File: src/rtl/cfs_apb_slv_pkg.sv
// Shared types and constants for the cfs_apb register completer.
package cfs_apb_slv_pkg;

  localparam int CFS_APB_MAX_ADDR_WIDTH = 32;
  localparam int CFS_APB_MAX_DATA_WIDTH = 32;
  localparam int REG_STRIDE             = 4;
  localparam logic [31:0] CFS_APB_ID_DEFAULT = 32'hCF5A_0001;

  typedef enum logic {
    IDLE,
    ACCESS
  } state_t;

  typedef enum logic [1:0] {
    ERR_NONE,
    ERR_ALIGN,
    ERR_RANGE,
    ERR_RO
  } err_cause_t;

endpackage

File: src/rtl/cfs_apb_slv_regfile.sv
// Read/write word storage for registers 1..NUM_REGS-1; register 0 is the ID word and lives in the top.
module cfs_apb_slv_regfile #(
  parameter int NUM_REGS   = 8,
  parameter int DATA_WIDTH = 32,
  parameter int IDX_W      = 3
) (
  input  logic                               pclk,
  input  logic                               preset_n,
  input  logic                               we,
  input  logic [IDX_W-1:0]                   idx,
  input  logic [DATA_WIDTH-1:0]              wdata,
  output logic [DATA_WIDTH-1:0]              rdata,
  output logic [(NUM_REGS-1)*DATA_WIDTH-1:0] regs_flat
);

  logic [DATA_WIDTH-1:0] mem [1:NUM_REGS-1];

  always_ff @(posedge pclk or negedge preset_n) begin
    if (!preset_n) begin
      for (int i = 1; i < NUM_REGS; i++) mem[i] <= '0;
    end else if (we && idx != '0 && int'(idx) < NUM_REGS) begin
      mem[idx] <= wdata;
    end
  end

  always_comb begin
    rdata = '0;
    if (idx != '0 && int'(idx) < NUM_REGS) rdata = mem[idx];
  end

  for (genvar i = 1; i < NUM_REGS; i++) begin : g_flat
    assign regs_flat[(i-1)*DATA_WIDTH +: DATA_WIDTH] = mem[i];
  end

endmodule

File: src/rtl/cfs_apb_slave_regs.sv
// APB completer: read-only ID word plus RW register bank, programmable wait states,
// PSLVERR on illegal accesses and a one-cycle pulse on bus protocol violations.
module cfs_apb_slave_regs
  import cfs_apb_slv_pkg::*;
#(
  parameter int          ADDR_WIDTH  = 16,
  parameter int          DATA_WIDTH  = 32,
  parameter int          NUM_REGS    = 8,
  parameter int          WAIT_CYCLES = 0,
  parameter logic [31:0] ID_VALUE    = CFS_APB_ID_DEFAULT
) (
  input  logic                           pclk,
  input  logic                           preset_n,
  input  logic [ADDR_WIDTH-1:0]          paddr,
  input  logic                           pwrite,
  input  logic                           psel,
  input  logic                           penable,
  input  logic [DATA_WIDTH-1:0]          pwdata,
  output logic [DATA_WIDTH-1:0]          prdata,
  output logic                           pready,
  output logic                           pslverr,
  output logic [NUM_REGS*DATA_WIDTH-1:0] regs_o,
  output logic                           proto_err_o
);

  // state  | meaning
  // IDLE   | no transfer in flight; SETUP phase decoded here
  // ACCESS | transfer latched; cnt counts remaining wait states

  localparam int IDX_W = $clog2(NUM_REGS);
  localparam logic [ADDR_WIDTH:0]   ADDR_LIMIT = (ADDR_WIDTH+1)'(REG_STRIDE * NUM_REGS);
  localparam logic [3:0]            WAIT_LOAD  = 4'(WAIT_CYCLES);
  localparam logic [DATA_WIDTH-1:0] ID_WORD    = DATA_WIDTH'(ID_VALUE);

  state_t                           state;
  logic [3:0]                       cnt;
  logic [ADDR_WIDTH-1:0]            lat_addr;
  logic                             lat_write;
  logic [DATA_WIDTH-1:0]            lat_wdata;
  err_cause_t                       err_cause;
  logic [IDX_W-1:0]                 idx;
  logic                             completing;
  logic                             reg_we;
  logic [DATA_WIDTH-1:0]            rf_rdata;
  logic [(NUM_REGS-1)*DATA_WIDTH-1:0] rw_regs;

  assign idx = lat_addr[IDX_W+1:2];

  always_comb begin
    err_cause = ERR_NONE;
    if (lat_addr[1:0] != 2'b00)                err_cause = ERR_ALIGN;
    else if ({1'b0, lat_addr} >= ADDR_LIMIT)   err_cause = ERR_RANGE;
    else if (lat_write && idx == '0)           err_cause = ERR_RO;
  end

  assign completing = (state == ACCESS) && psel && penable && (cnt == '0);
  assign pready     = completing;
  assign pslverr    = completing && (err_cause != ERR_NONE);
  assign reg_we     = completing && lat_write && (err_cause == ERR_NONE);

  always_comb begin
    prdata = '0;
    if (completing && !lat_write && err_cause == ERR_NONE)
      prdata = (idx == '0) ? ID_WORD : rf_rdata;
  end

  always_ff @(posedge pclk or negedge preset_n) begin
    if (!preset_n) begin
      state       <= IDLE;
      cnt         <= '0;
      lat_addr    <= '0;
      lat_write   <= 1'b0;
      lat_wdata   <= '0;
      proto_err_o <= 1'b0;
    end else begin
      proto_err_o <= 1'b0;
      case (state)
        IDLE: begin
          if (psel && !penable) begin
            lat_addr  <= paddr;
            lat_write <= pwrite;
            lat_wdata <= pwdata;
            cnt       <= WAIT_LOAD;
            state     <= ACCESS;
          end else if (psel && penable) begin
            proto_err_o <= 1'b1;
          end
        end
        ACCESS: begin
          if (!psel) begin
            proto_err_o <= 1'b1;
            cnt         <= '0;
            state       <= IDLE;
          end else if (!penable) begin
            // a fresh SETUP while still in ACCESS restarts the transfer
            lat_addr    <= paddr;
            lat_write   <= pwrite;
            lat_wdata   <= pwdata;
            cnt         <= WAIT_LOAD;
            proto_err_o <= 1'b1;
          end else if (cnt != '0) begin
            cnt <= cnt - 4'd1;
          end else begin
            state <= IDLE;
          end
        end
        default: state <= IDLE;
      endcase
    end
  end

  cfs_apb_slv_regfile #(
    .NUM_REGS  (NUM_REGS),
    .DATA_WIDTH(DATA_WIDTH),
    .IDX_W     (IDX_W)
  ) u_regfile (
    .pclk     (pclk),
    .preset_n (preset_n),
    .we       (reg_we),
    .idx      (idx),
    .wdata    (lat_wdata),
    .rdata    (rf_rdata),
    .regs_flat(rw_regs)
  );

  assign regs_o = {rw_regs, ID_WORD};

endmodule

File: config.mk
export PLATFORM = sky130hd
export DESIGN_NAME = cfs_apb_slave_regs
export DESIGN_NICKNAME = d
export VERILOG_FILES = /design/src/rtl/cfs_apb_slv_pkg.sv /design/src/rtl/cfs_apb_slv_regfile.sv /design/src/rtl/cfs_apb_slave_regs.sv
export SDC_FILE = /design/constraint.sdc
export NUM_CORES = 1
export LEC_CHECK = 0
export ABC_CLOCK_PERIOD_IN_PS = 4300
export BUFFER_PORTS_ARGS = -buffer_cell sky130_fd_sc_hd__buf_4
export CORE_ASPECT_RATIO = 0.5
export CORE_UTILIZATION = 45
export CTS_BUF_LIST = sky130_fd_sc_hd__clkbuf_4 sky130_fd_sc_hd__clkbuf_8
export CTS_CLUSTER_DIAMETER = 80
export DETAILED_ROUTE_END_ITERATION = 16
export PLACE_DENSITY = 0.7
export SLEW_MARGIN = 15
export SYNTH_ARGS = -nofsm -noshare
export SYNTH_HDL_FRONTEND = slang
export SYNTH_SLANG_ARGS = --single-unit
File: constraint.sdc
create_clock -name pclk -period 4.3 [get_ports pclk]
set_input_delay 0.215 -clock pclk [delete_from_list [all_inputs] [get_ports pclk]]
set_output_delay 0.215 -clock pclk [all_outputs]
set_load 0.1 [all_outputs]
=== After elaboration in Yosys (flattened, before gate mapping) ===
Cells that the tools add are included.

* Output and inout bits: 291
* Logic and storage cells: 86
* Register bits after elaboration: 279
* Input port bits: 53

* Muxes and demuxes: 39
* Reductions and logical operators: 24
* Equal/unequal tests: 4
* Bitwise gates (word level): 2
* Add/subtract/negate cells: 1
* $lt $le $gt $ge: 3

{| class="wikitable"
|+ Operator list
! operator !! count
|-
| 32-bit two-way mux || 9
|-
| 224-bit bitwise mux || 1
|-
| 32-bit binary-select mux with 3-bit select || 1
|-
| 32-bit demux with 3-bit select || 1
|-
| 32-bit case mux with 2 select lines || 1
|-
| 16-bit two-way mux || 3
|-
| 16-bit case mux with 2 select lines || 1
|-
| 16-bit by 6-bit >= comparator with 1-bit output (second input constant) || 1
|-
| 4-bit two-way mux || 4
|-
| 1-bit logical AND || 13
|-
| 1-bit two-way mux || 11
|-
| 4-bit case mux with 2 select lines || 1
|-
| 2-bit two-way mux || 3
|-
| 2-bit != test (second input constant) || 3
|-
| 1-bit case mux with 2 select lines || 3
|-
| 4-bit >= comparator (second input constant) || 1
|-
| 4-bit logical NOT || 1
|-
| 4-bit by 1-bit < comparator with 1-bit output (second input constant) || 1
|-
| 4-bit by 3-bit != test with 1-bit output (second input constant) || 1
|-
| 3-bit NOT with 4-bit output || 1
|-
| 2-bit nonzero test || 2
|-
| 4-bit nonzero test || 1
|-
| 4-bit by 1-bit subtractor with 4-bit output (second input constant) || 1
|-
| 3-bit logical NOT || 1
|-
| other kinds (6) || 7
|}

=== Depth between registers and ports, before layout ===
Gate-level depths: netlist of the first run.

* Depth after elaboration: 8
* Gate-level depth with buffers: 8
* Depth with buffers taken out: 6

=== Cells and area by module ===
From an unflattened synthesis of the first run, not the netlist that was laid out.

* Cells, all modules: 915
* Area total of the unflattened synthesis: 13,213.9 um^2

{| class="wikitable"
|+ By module, submodules not included
! module !! instances !! area an instance (um^2) !! cells an instance !! seq. area each (um^2)
|-
| cfs_apb_slv_regfile || 1 || 10,239.8 || 677 || 5,605.4
|-
| cfs_apb_slave_regs || 1 || 2,974.1 || 238 || 1,376.3
|}

=== Least setup slack after synthesis of the first run ===
OpenSTA, ideal clock, no wires.

* Path type: flip-flop to output port
* Start point: register cnt[0]
* End point: output prdata[12]
* Required time: 4.085 ns
* Arrival: 3.766 ns
* Path slack: 0.319 ns
* Stages on the path, launching flop included: 8
* Buffers on the path: 1
* Cells stage by stage: dfrtp_1 inv_1 ha_1 and4b_4 nand2_1 or4b_1 buf_2 nor3_1

* Word-level cells in the longest chain between the ends: 5

{| class="wikitable"
|+ Ends and longest elaborated chain
! item !! line !! source
|-
| from (decl) || cfs_apb_slave_regs.sv:36 || <nowiki>logic [3:0] cnt;</nowiki>
|-
| from (signal assigned) || cfs_apb_slave_regs.sv:102 || <nowiki>cnt <= cnt - 4'd1;</nowiki>
|-
| 4-bit logical NOT || cfs_apb_slave_regs.sv:56 || <nowiki>assign completing = (state == ACCESS) && psel && penable && (cnt == '0);</nowiki>
|-
| 1-bit logical AND || cfs_apb_slave_regs.sv:56 ||
|-
| 1-bit logical AND (2 in a row) || cfs_apb_slave_regs.sv:63 || <nowiki>if (completing && !lat_write && err_cause == ERR_NONE)</nowiki>
|-
| 32-bit two-way mux || cfs_apb_slave_regs.sv:63 ||
|-
| to (decl) || cfs_apb_slave_regs.sv:19 || <nowiki>output logic [DATA_WIDTH-1:0] prdata,</nowiki>
|}

No other way between the ends.

=== Final worst setup path of the first run ===
* Start point: register cnt[0]
* End point: output prdata[4]

Same word-level chain as after synthesis.

==> results_dict.tcl, run 1 <==
set metrics [dict create \
    dr.pass1.iters 5 \
    worstSetupStartpointType "register" \
    drt_iter0_markers 589 \
    ios 344 \
    insertedDiodeCount 0 \
    grtUsageTotal 0.268 \
    synthCells 924 \
    fillCellCount 2267 \
    ys_ff_latch 279 \
    clock_tree.root_cell "clkbuf_8" \
    multi_input_area_um2 5720 \
    synth_edf_count 0 \
    layout_commonest_cell "buf_4" \
    drive_gt1_frac 0.552 \
    chipWidth_um 245 \
    final_util 0.607 \
    cp_slowest_cell "or4b_1" \
    htree_levels 2 \
    die_area_um2 30200 \
    grt_first_pass_wirelength_mm 60.3 \
    via_per_inst 5.55 \
    clkSlewWorstSetupHoldPaths_ns 0.06 \
    mostFrequentLayoutCells "buf_4 (331), dfrtp_1 (276), mux2_2 (224)" \
    drv_cap 0 \
    port_buffers 311 \
    relSlewSlack 0.220 \
    avgRoutedWirePerCell_um 23.9 \
    p_leak_uw 0.00857 \
    finalHoldViolCount 0 \
    fin_skew_ns 0.0192 \
    post_cts_buffers 0 \
    rsz0062_at_grt "false" \
    fp.dieH_um 123 \
    routabilityCongestion 0.901 \
    synth_area_um2 13200 \
    grt_max_degree 122 \
    synthToLayoutAreaGrowth_pct 29.7 \
    drtAntennaViolNets 0 \
    cts_buffers 42 \
    maxSlewViolCount 0 \
    path_max_fanout 21 \
    final_cells 1703 \
    fmax_mhz 264 \
    hold_class "in -> async" \
    antenna_found_initial 0 \
    rows 43 \
    cts_buffer_depth 3 \
    hold_ws_ns 0.326 \
    cts_sinks 279 \
    synth_area_per_cell_um2 14.3 \
    wirelength_mm 40.7 \
    setup_viol 0 \
    tns_ns 0 \
    grt_pass1_vias 9622 \
    clkLatencyLatePin_ns 0.56 \
    cts_resized 0 \
    synth_ff_type "dfrtp_1" \
    finalCritPeriodShare 0.881 \
    ys_seq_area_frac 0.527 \
    ys_types 58 \
    crit_type "reg -> out" \
    arrival_ns 3.57 \
    required_ns 4.09 \
    regArea_um2 6990 \
    grt_overflow 0 \
    critPathCaptureType "output pin" \
    via_count 9445 \
    status "finished clean" \
    max_stage_delay_ns 1.05 \
    period_minus_slack_ns 3.79 \
    yosysWarningCount 0 \
    p_per_area_nw_per_um2 347 \
    dp_hpwl_mm 27.2 \
    worstMarginPinSlew_ns 1.17 \
    path_cells "inv_1, ha_1, and4b_4, nand2_1, or4b_1, a31oi_1, buf_4" \
    irDropWorstVdd_uv 210 \
    coreArea_um2 28300 \
    drcViolationCount 0 \
    placed_cells 1580 \
    async_flop_share 1.00 \
    cts_tree "done" \
    fin_nets 1349 \
    start_util 0.468 \
]
through the flow:
| step | total power [uW] | instance area [um^2] | worst slack, ns |
|---|---|---|---|
| after detailed placement | 3670 | 15800 | 1.16 |
| after floorplan | 3410 | 13400 | 0.319 |
| after global placement | 3640 | 15800 | 1.27 |
| final | 5950 | 17200 | 0.512 |
| after CTS | 5990 | 17200 | 0.531 |
| after global routing | 6180 | 17200 | 0.357 |
layer usage:
| layer | share of wire | up-vias | track usage |
|---|---|---|---|
| met2 | 0.48 | 385 | 0.432 |
| met3 | 0.066 | 94 | 0.0627 |
| met1 | 0.41 | 4911 | 0.353 |
| li1 | - | 4055 | - |
| met4 | 0.037 | 0 | 0.110 |
| met5 | 0 | - | 0 |
final cells by class:
class | instances | area share
flip-flops and latches | 279 | 0.407
multi-input cells | 574 | 0.333
repair buffers | 388 | 0.180
clock buffers | 69 | 0.0498
well taps | 382 | 0.0278
inverters | 10 | 0.00219
clock inverters | 1 | 0.000291
registers in the layout, indices dropped and copies added (netlist names):
register	flops
u_regfile.regs_flat	224
lat_write	1
state	1
proto_err_o	1
cnt	4
lat_addr	16
lat_wdata	32
final timing paths:
path | start | to | cells after the start | slack [ns]
setup / recovery | cnt[0]$_DFFE_PN0P_ | prdata[4] | 7 | 0.51
hold / removal | preset_n | lat_wdata[14]$_DFFE_PN0P_ | 2 | 0.33
setup reg to reg | cnt[0]$_DFFE_PN0P_ | u_regfile.regs_flat[64]$_DFFE_PN0P_ | 7 | 1.39
hold reg to reg | lat_addr[12]$_DFFE_PN0P_ | lat_addr[12]$_DFFE_PN0P_ | 1 | 0.51
max in group asynchronous | preset_n | u_regfile.regs_flat[152]$_DFFE_PN0P_ | 3 | 2.80
min in group pclk | pwdata[17] | lat_wdata[17]$_DFFE_PN0P_ | 3 | 0.42
critical path, delay by kind of cell (launching register included):
kind,cells,cell delay (ns)
AND/OR/NAND/NOR,3,1.45
AO/OA/AOI/OAI,1,0.48
buffers and inverters,2,0.46
adder cells (fa/ha/maj),1,0.19
flip-flops,1,0.43
synth_stat cells (2+ instances only):
| cell | n | area share |
|---|---|---|
| dfrtp_1 | 279 | 0.53 |
| mux2_2 | 224 | 0.19 |
| mux2_4 | 60 | 0.068 |
| buf_4 | 41 | 0.023 |
| nor2_1 | 29 | 0.0082 |
| nand2_1 | 25 | 0.0071 |
| mux2i_1 | 23 | 0.017 |
| clkbuf_1 | 22 | 0.0062 |
| mux4_2 | 18 | 0.031 |
| a21oi_1 | 16 | 0.0060 |
| o21ai_0 | 14 | 0.0053 |
| a221oi_1 | 13 | 0.0086 |
| buf_6 | 13 | 0.011 |
| nor2b_1 | 11 | 0.0052 |
| inv_1 | 10 | 0.0028 |
| mux2_1 | 10 | 0.0085 |
| nor3_1 | 10 | 0.0038 |
| buf_2 | 9 | 0.0034 |
| nor4_4 | 9 | 0.014 |
| nand3_1 | 8 | 0.0030 |
| o2bb2ai_1 | 7 | 0.0046 |
| a22oi_1 | 5 | 0.0028 |
| nand2b_1 | 5 | 0.0024 |
| o221ai_1 | 5 | 0.0033 |
| nand3b_1 | 4 | 0.0023 |
| a221o_1 | 3 | 0.0023 |
| a22o_1 | 3 | 0.0020 |
| a32oi_1 | 3 | 0.0020 |
| a41oi_1 | 3 | 0.0020 |
| buf_1 | 3 | 0.00085 |
| o22ai_1 | 3 | 0.0014 |
| a21o_1 | 2 | 0.0011 |
| a2bb2oi_1 | 2 | 0.0013 |
| a31oi_1 | 2 | 0.00094 |
| and2_0 | 2 | 0.00094 |
| and2_1 | 2 | 0.00094 |
| clkbuf_8 | 2 | 0.0021 |
| conb_1 | 2 | 0.00057 |
| o22a_1 | 2 | 0.0013 |
| or2b_2 | 2 | 0.0013 |
report_power, final:
| part | switching (uW) | internal (uW) |
|---|---|---|
| clock | 1030 | 1250 |
| sequential | 192 | 2710 |
| combinational | 493 | 279 |
| total | 1720 | 4230 |
repair_timing:
item | CTS | global route
hold endpoints to repair | 173 | 0
endpoints found under the setup margin | 0 | 0
hold buffers | 53 | 0
cells by family after synthesis:
kind of cell / share of synthesized area
mux: 0.315
flops: 0.527
simple gates: 0.0573
buf+inv: 0.0501
compound gates: 0.0483
other cells: 0.000567
fa+ha+maj: 0.000945
xor+xnor: 0.000661
Note: power is estimated with default switching activity, not from simulation.
==> inputs of run 2 (changes only) <==
- CELL_PAD_IN_SITES_DETAIL_PLACEMENT: default -> 0
- CELL_PAD_IN_SITES_GLOBAL_PLACEMENT: default -> 1
- PLACE_DENSITY: 0.7 -> default
- PLACE_DENSITY_LB_ADDON: default -> 0.1
- SYNTH_HIERARCHICAL: default -> 1
==> results_dict.tcl, run 2 <==
set metrics [dict create \
    place_ws_ns 1.09 \
    htree_levels 2 \
    antenna_found_initial 1 \
    period_minus_slack_ns 3.54 \
    arrival_ns 3.32 \
    via_count 9363 \
    ys_seq_area_frac 0.528 \
    p_leak_uw 0.00874 \
    synth_area_per_cell_um2 14.4 \
    ios 344 \
    via_per_inst 5.58 \
    worstSetupStartpointType "register" \
    fin_ws_ns 0.762 \
    drtAntennaViolNets 0 \
    synthCells 915 \
    drv_cap 0 \
    relSlewSlack 0.273 \
    chipWidth_um 244 \
    ys_types 50 \
    hold_class "in -> async" \
    maxSlewViolCount 0 \
    finalHoldViolCount 0 \
    worstReg2RegStart "cnt[0]$_DFFE_PN0P_" \
    port_buffers 311 \
    rows 43 \
    r2r-end "u_regfile/regs_flat[113]$_DFFE_PN0P_" \
    grt_max_degree 109 \
    fin_nets 1322 \
    ff2ff_setup_slack_ns 1.06 \
    synth.top_cell.area_share 0.528 \
    synth_ff_type "dfrtp_1" \
    synth_top_cells_by_area "dfrtp_1 (53%), mux2_2 (22%), mux2i_1 (4.9%)" \
    grtUsageTotal 0.275 \
    p_per_area_nw_per_um2 348 \
    clock_tree.root_cell "clkbuf_8" \
    wl_met3_mm 2.00 \
    worstRegToRegCells 11 \
    finalCritPeriodShare 0.823 \
    layout_commonest_cell "buf_4" \
    top_layer_used "met4" \
    final_cell_area_um2 17100 \
    status "finished clean" \
    drive_gt1_frac 0.546 \
    synthToLayoutAreaGrowth_pct 29.6 \
    critPathCaptureType "output pin" \
    die_area_um2 30100 \
    tns_ns 0 \
    largest_reg_flops 224 \
    drt_iter0_markers 594 \
    grt_overflow 0 \
    cts_buffers 42 \
    drcViolationCount 0 \
    fin_skew_ns 0.0224 \
    ys_ff_latch 279 \
    mostFrequentLayoutCells "buf_4 (324), dfrtp_1 (275), mux2_2 (257)" \
    rsz0062_at_grt "false" \
    cts_sinks 279 \
    cp_slowest_cell "dfrtp_2" \
    met2_length_mm 19.5 \
    fmax_mhz 283 \
    path_cells "nor2b_4, buf_4, a221oi_2, nor2_1, nor3_1, buf_4" \
    setup_viol 0 \
    fp.dieH_um 123 \
    cts_buffer_depth 3 \
    place_area_um2 15700 \
    grt_first_pass_wirelength_mm 61.8 \
    synth_edf_count 0 \
    wl_met1_mm 18.5 \
    required_ns 4.09 \
    dp_hpwl_mm 26.0 \
    worstMarginPinSlew_ns 1.09 \
    yosysMostFrequentCell "dfrtp_1" \
    grt_pass1_vias 9797 \
    wirelength_mm 40.8 \
    coreArea_um2 28300 \
    start_util 0.467 \
    async_flop_share 1.00 \
    avgRoutedWirePerCell_um 24.3 \
    max_stage_delay_ns 0.89 \
    routabilityCongestion 0.799 \
    yosysWarningCount 6 \
    irDropWorstVdd_uv 269 \
    dr.pass1.iters 5 \
    clkLatencyLatePin_ns 0.56 \
    clkSlewWorstSetupHoldPaths_ns 0.07 \
    synth_area_um2 13200 \
    cts_resized 0 \
    cts_tree "done" \
    crit_top_cell "buf_4" \
    crit_type "reg -> out" \
    synthTopCellsByCount "dfrtp_1 (279), mux2_2 (257), mux2i_1 (65), a221oi_1 (48)" \
    path_max_fanout 31 \
    yosys.area.top_type "dfrtp_1" \
]
==> run 2: cell count changes in the layout (fill, tap and decap cells not counted), sizes merged, moves of 9 or more <==
cell	delta
a21oi	-11
a221oi	+45
mux2	+9
mux2i	+42
mux4	-17
nand2	-20
nor2	-14
nor2b	-10
nor4b	+22
o21ai	-11
==> run 2: report_power, final <==
| group | total [uW] | internal (uW) | leakage (uW) | switching, uW |
|---|---|---|---|---|
| Sequential | 2860 | 2700 | 0.00378 | 162 |
| Clock | 2280 | 1250 | 0.000467 | 1030 |
| Combinational | 820 | 297 | 0.00449 | 524 |
==> run 2: critical path: cells and delay by family, from the launching register on <==
kind                   cells  cell delay [ns]
AOI/OAI and AO/OA          1             0.09
DFF                        1             0.89
and+or+nand+nor            3             1.09
buffers and inverters      2             0.66
==> run 2: through the flow <==
step	hold WS (ns)	total power, uW	util	instances
2_1_floorplan	-0.0806	3430	-	945
3_3_place_gp	0.247	3680	0.556	1554
3_5_place_dp	0.242	3690	0.556	1554
4_1_cts	0.231	6010	0.605	1678
5_1_grt	0.244	6230	0.605	1679
6_report	0.210	5960	0.605	1679
==> run 2: area by class of cell <==
type | instances | area (um^2)
Antenna cell | 1 | 2.50
Clock buffer | 70 | 857
Clock inverter | 2 | 10.0
Fill cell | 2252 | 11200
Inverter | 4 | 15.0
Multi-Input combinational cell | 559 | 5710
Sequential cell | 279 | 6990
Tap cell | 382 | 478
Timing Repair Buffer | 382 | 3070
==> run 2: how the worst max path moves through the flow <==
stage                                    startpoint                                   end  slack [ns]
2_1_floorplan  u_regfile/regs_flat[150]$_DFFE_PN0P_                            prdata[22]        0.47
3_3_place_gp                     cnt[0]$_DFFE_PN0P_    u_regfile/regs_flat[4]$_DFFE_PN0P_        1.10
3_5_place_dp                     cnt[0]$_DFFE_PN0P_  u_regfile/regs_flat[102]$_DFFE_PN0P_        1.09
4_1_cts                     lat_addr[3]$_DFFE_PN0P_                            prdata[26]        0.73
5_1_grt                     lat_addr[2]$_DFFE_PN0P_                            prdata[20]        0.62
6_report                    lat_addr[3]$_DFFE_PN0P_                            prdata[26]        0.76
==> run 2: routing by layer <==
metal  global-route usage  up-vias
li1                     -     4066
met1                0.385     4985
met2                0.447      257
met3               0.0501       55
met4               0.0660        0
met5                    0        -
==> run 2: cell families after synthesis <==
group,count (synthesis),synth area share
AND/OR/NAND/NOR,79,0.0538
multiplexers,369,0.309
other,2,0.000568
XOR/XNOR,1,0.000663
buffers and inverters,107,0.0534
adder cells (fa/ha/maj),1,0.000947
flip-flops,279,0.528
AO/OA/AOI/OAI,77,0.0531
==> run 2: timing repair <==
action	in CTS	in global routing
hold endpoints to repair	133	0
setup buffers	0	0
hold buffers	52	0
==> inputs of run 3 (changes only) <==
- ABC_CLOCK_PERIOD_IN_PS: 4300 -> 3000
- CORE_UTILIZATION: 45 -> 40
- clock period: 4.3 -> 3 ns (I/O delays scaled with it)
==> results_dict.tcl, run 3 (synthesis gave the netlist of run 2 again) <==
set metrics [dict create \
    crit_type "reg -> out" \
    worstRegToRegCells 11 \
    die_area_um2 33800 \
    ios 344 \
    coreArea_um2 32100 \
    drv_cap 0 \
    grt_pass1_vias 9868 \
    worstSetupStartpointType "register" \
    clock_tree.root_cell "clkbuf_8" \
    drtAntennaViolNets 0 \
    relSlewSlack 0.594 \
    grt_overflow 0 \
    routabilityCongestion 0.809 \
    cts_buffer_depth 3 \
    dp_hpwl_mm 27.9 \
    via_per_inst 5.34 \
    chipWidth_um 259 \
    antenna_found_initial 1 \
    grt_max_degree 87 \
    tns_ns 0 \
    period_minus_slack_ns 2.86 \
    maxSlewViolCount 0 \
    grt_first_pass_wirelength_mm 62.3 \
    worstReg2RegStart "cnt[1]$_DFFE_PN0P_" \
    irDropWorstVdd_uv 291 \
    cts_tree "done" \
    via_count 9413 \
    layout_commonest_cell "buf_4" \
    clkSlewWorstSetupHoldPaths_ns 0.07 \
    synthToLayoutAreaGrowth_pct 36.4 \
    final_util 0.562 \
    hold_class "in -> async" \
    fin_nets 1350 \
    crit_path_start "cnt[1]$_DFFE_PN0P_" \
    largest_reg_flops 224 \
    fp.dieH_um 131 \
    dr.pass1.iters 4 \
    wirelength_mm 42.7 \
    fin_skew_ns 0.0266 \
    status "finished clean" \
    worstMarginPinSlew_ns 0.609 \
    htree_levels 2 \
    path_max_fanout 8 \
    arrival_ns 2.71 \
    rows 46 \
    fillCellCount 2712 \
    finalCritPeriodShare 0.954 \
    grtUsageTotal 0.246 \
    fmax_mhz 349 \
    drcViolationCount 0 \
    r2r-end "u_regfile/regs_flat[116]$_DFFE_PN0P_" \
    clkLatencyLatePin_ns 0.56 \
    drive_gt1_frac 0.566 \
    avgRoutedWirePerCell_um 24.2 \
    setup_viol 0 \
    required_ns 2.85 \
    port_buffers 311 \
    p_leak_uw 0.00908 \
    p_per_area_nw_per_um2 509 \
    finalHoldViolCount 0 \
    cts_buffers 43 \
    critPathCaptureType "output pin" \
    start_util 0.412 \
    mostFrequentLayoutCells "buf_4 (318), dfrtp_1 (275), mux2_2 (257)" \
    cts_sinks 279 \
    ff2ff_setup_slack_ns 0.18 \
    drt_iter0_markers 445 \
]
[run 3: cell count changes in the layout (fill, tap and decap cells not counted), moves of 2 or more]
cell       change
buf_4          -6
buf_6         +20
clkbuf_16      +2
clkbuf_4       -9
nor3_2        +11
nor4b_2       -16
buf_12         +9
dfrtp_4        +2
clkbuf_8      +16
nor3_1        -11
dfrtp_2        -2
nor4b_4       +16
[run 3: worst max-delay path, cell delays in order (launching register included)]
cell	delay, ns
dfrtp_1	0.41
inv_1	0.07
ha_2	0.17
and4b_1	0.20
nand3b_1	0.18
or2_4	0.34
buf_16	0.19
nor4b_4	0.33
buf_6	0.27
[run 3: worst max-delay path by stage]
stage                                                       to  cells past startpoint
after global placement    u_regfile/regs_flat[118]$_DFFE_PN0P_                     11
after detailed placement  u_regfile/regs_flat[114]$_DFFE_PN0P_                     11
after floorplan                                      prdata[1]                      4
after CTS                                           prdata[24]                      6
final                                               prdata[29]                      8
after global routing                                prdata[29]                      8
[run 3: area by class of cell]
| cell class | instances | area, um^2 | area share |
|---|---|---|---|
| clock inverters | 2 | 35.0 | 0.00194 |
| well taps | 432 | 541 | 0.0300 |
| multi-input cells | 559 | 5910 | 0.328 |
| diodes | 2 | 5.00 | 0.000278 |
| clock buffers | 77 | 1010 | 0.0560 |
| repair buffers | 409 | 3520 | 0.195 |
| inverters | 4 | 15.0 | 0.000833 |
| flip-flops and latches | 279 | 6990 | 0.388 |
[run 3: what timing repair did]
| item | CTS | global route |
|---|---|---|
| gates cloned | 0 | 2 |
| pin swaps | 0 | 3 |
| resized for setup | 23 | 6 |
| hold buffers | 53 | 0 |
| setup endpoints to repair | 32 | 57 |
| buffers inserted | 3 | 5 |
| hold endpoints to repair | 124 | 0 |
[run 3: power by group]
part	internal [uW]	switching (uW)	leakage [uW]
Combinational	511	836	0.00475
Clock	2190	1550	0.000551
Sequential	3870	205	0.00378
[run 3: routing by layer]
| metal | up-vias | part of all wire | track usage |
|---|---|---|---|
| met5 | - | 0 | 0 |
| met4 | 0 | 0.014 | 0.0557 |
| met3 | 46 | 0.055 | 0.0496 |
| met2 | 271 | 0.48 | 0.406 |
| met1 | 4973 | 0.45 | 0.338 |
| li1 | 4123 | - | - |
[run 3: per-stage QoR]
step	hold slack [ns]	setup WS, ns	instances	total power, uW	instance area (um^2)
floorplan	-0.146	-0.338	945	4960	13500
global placement	0.168	0.255	1620	5360	16200
detailed placement	0.184	0.234	1620	5380	16200
CTS	0.161	0.0234	1755	9240	17900
global route	0.206	-0.0140	1764	9540	18000
finish	0.171	0.138	1764	9170	18000
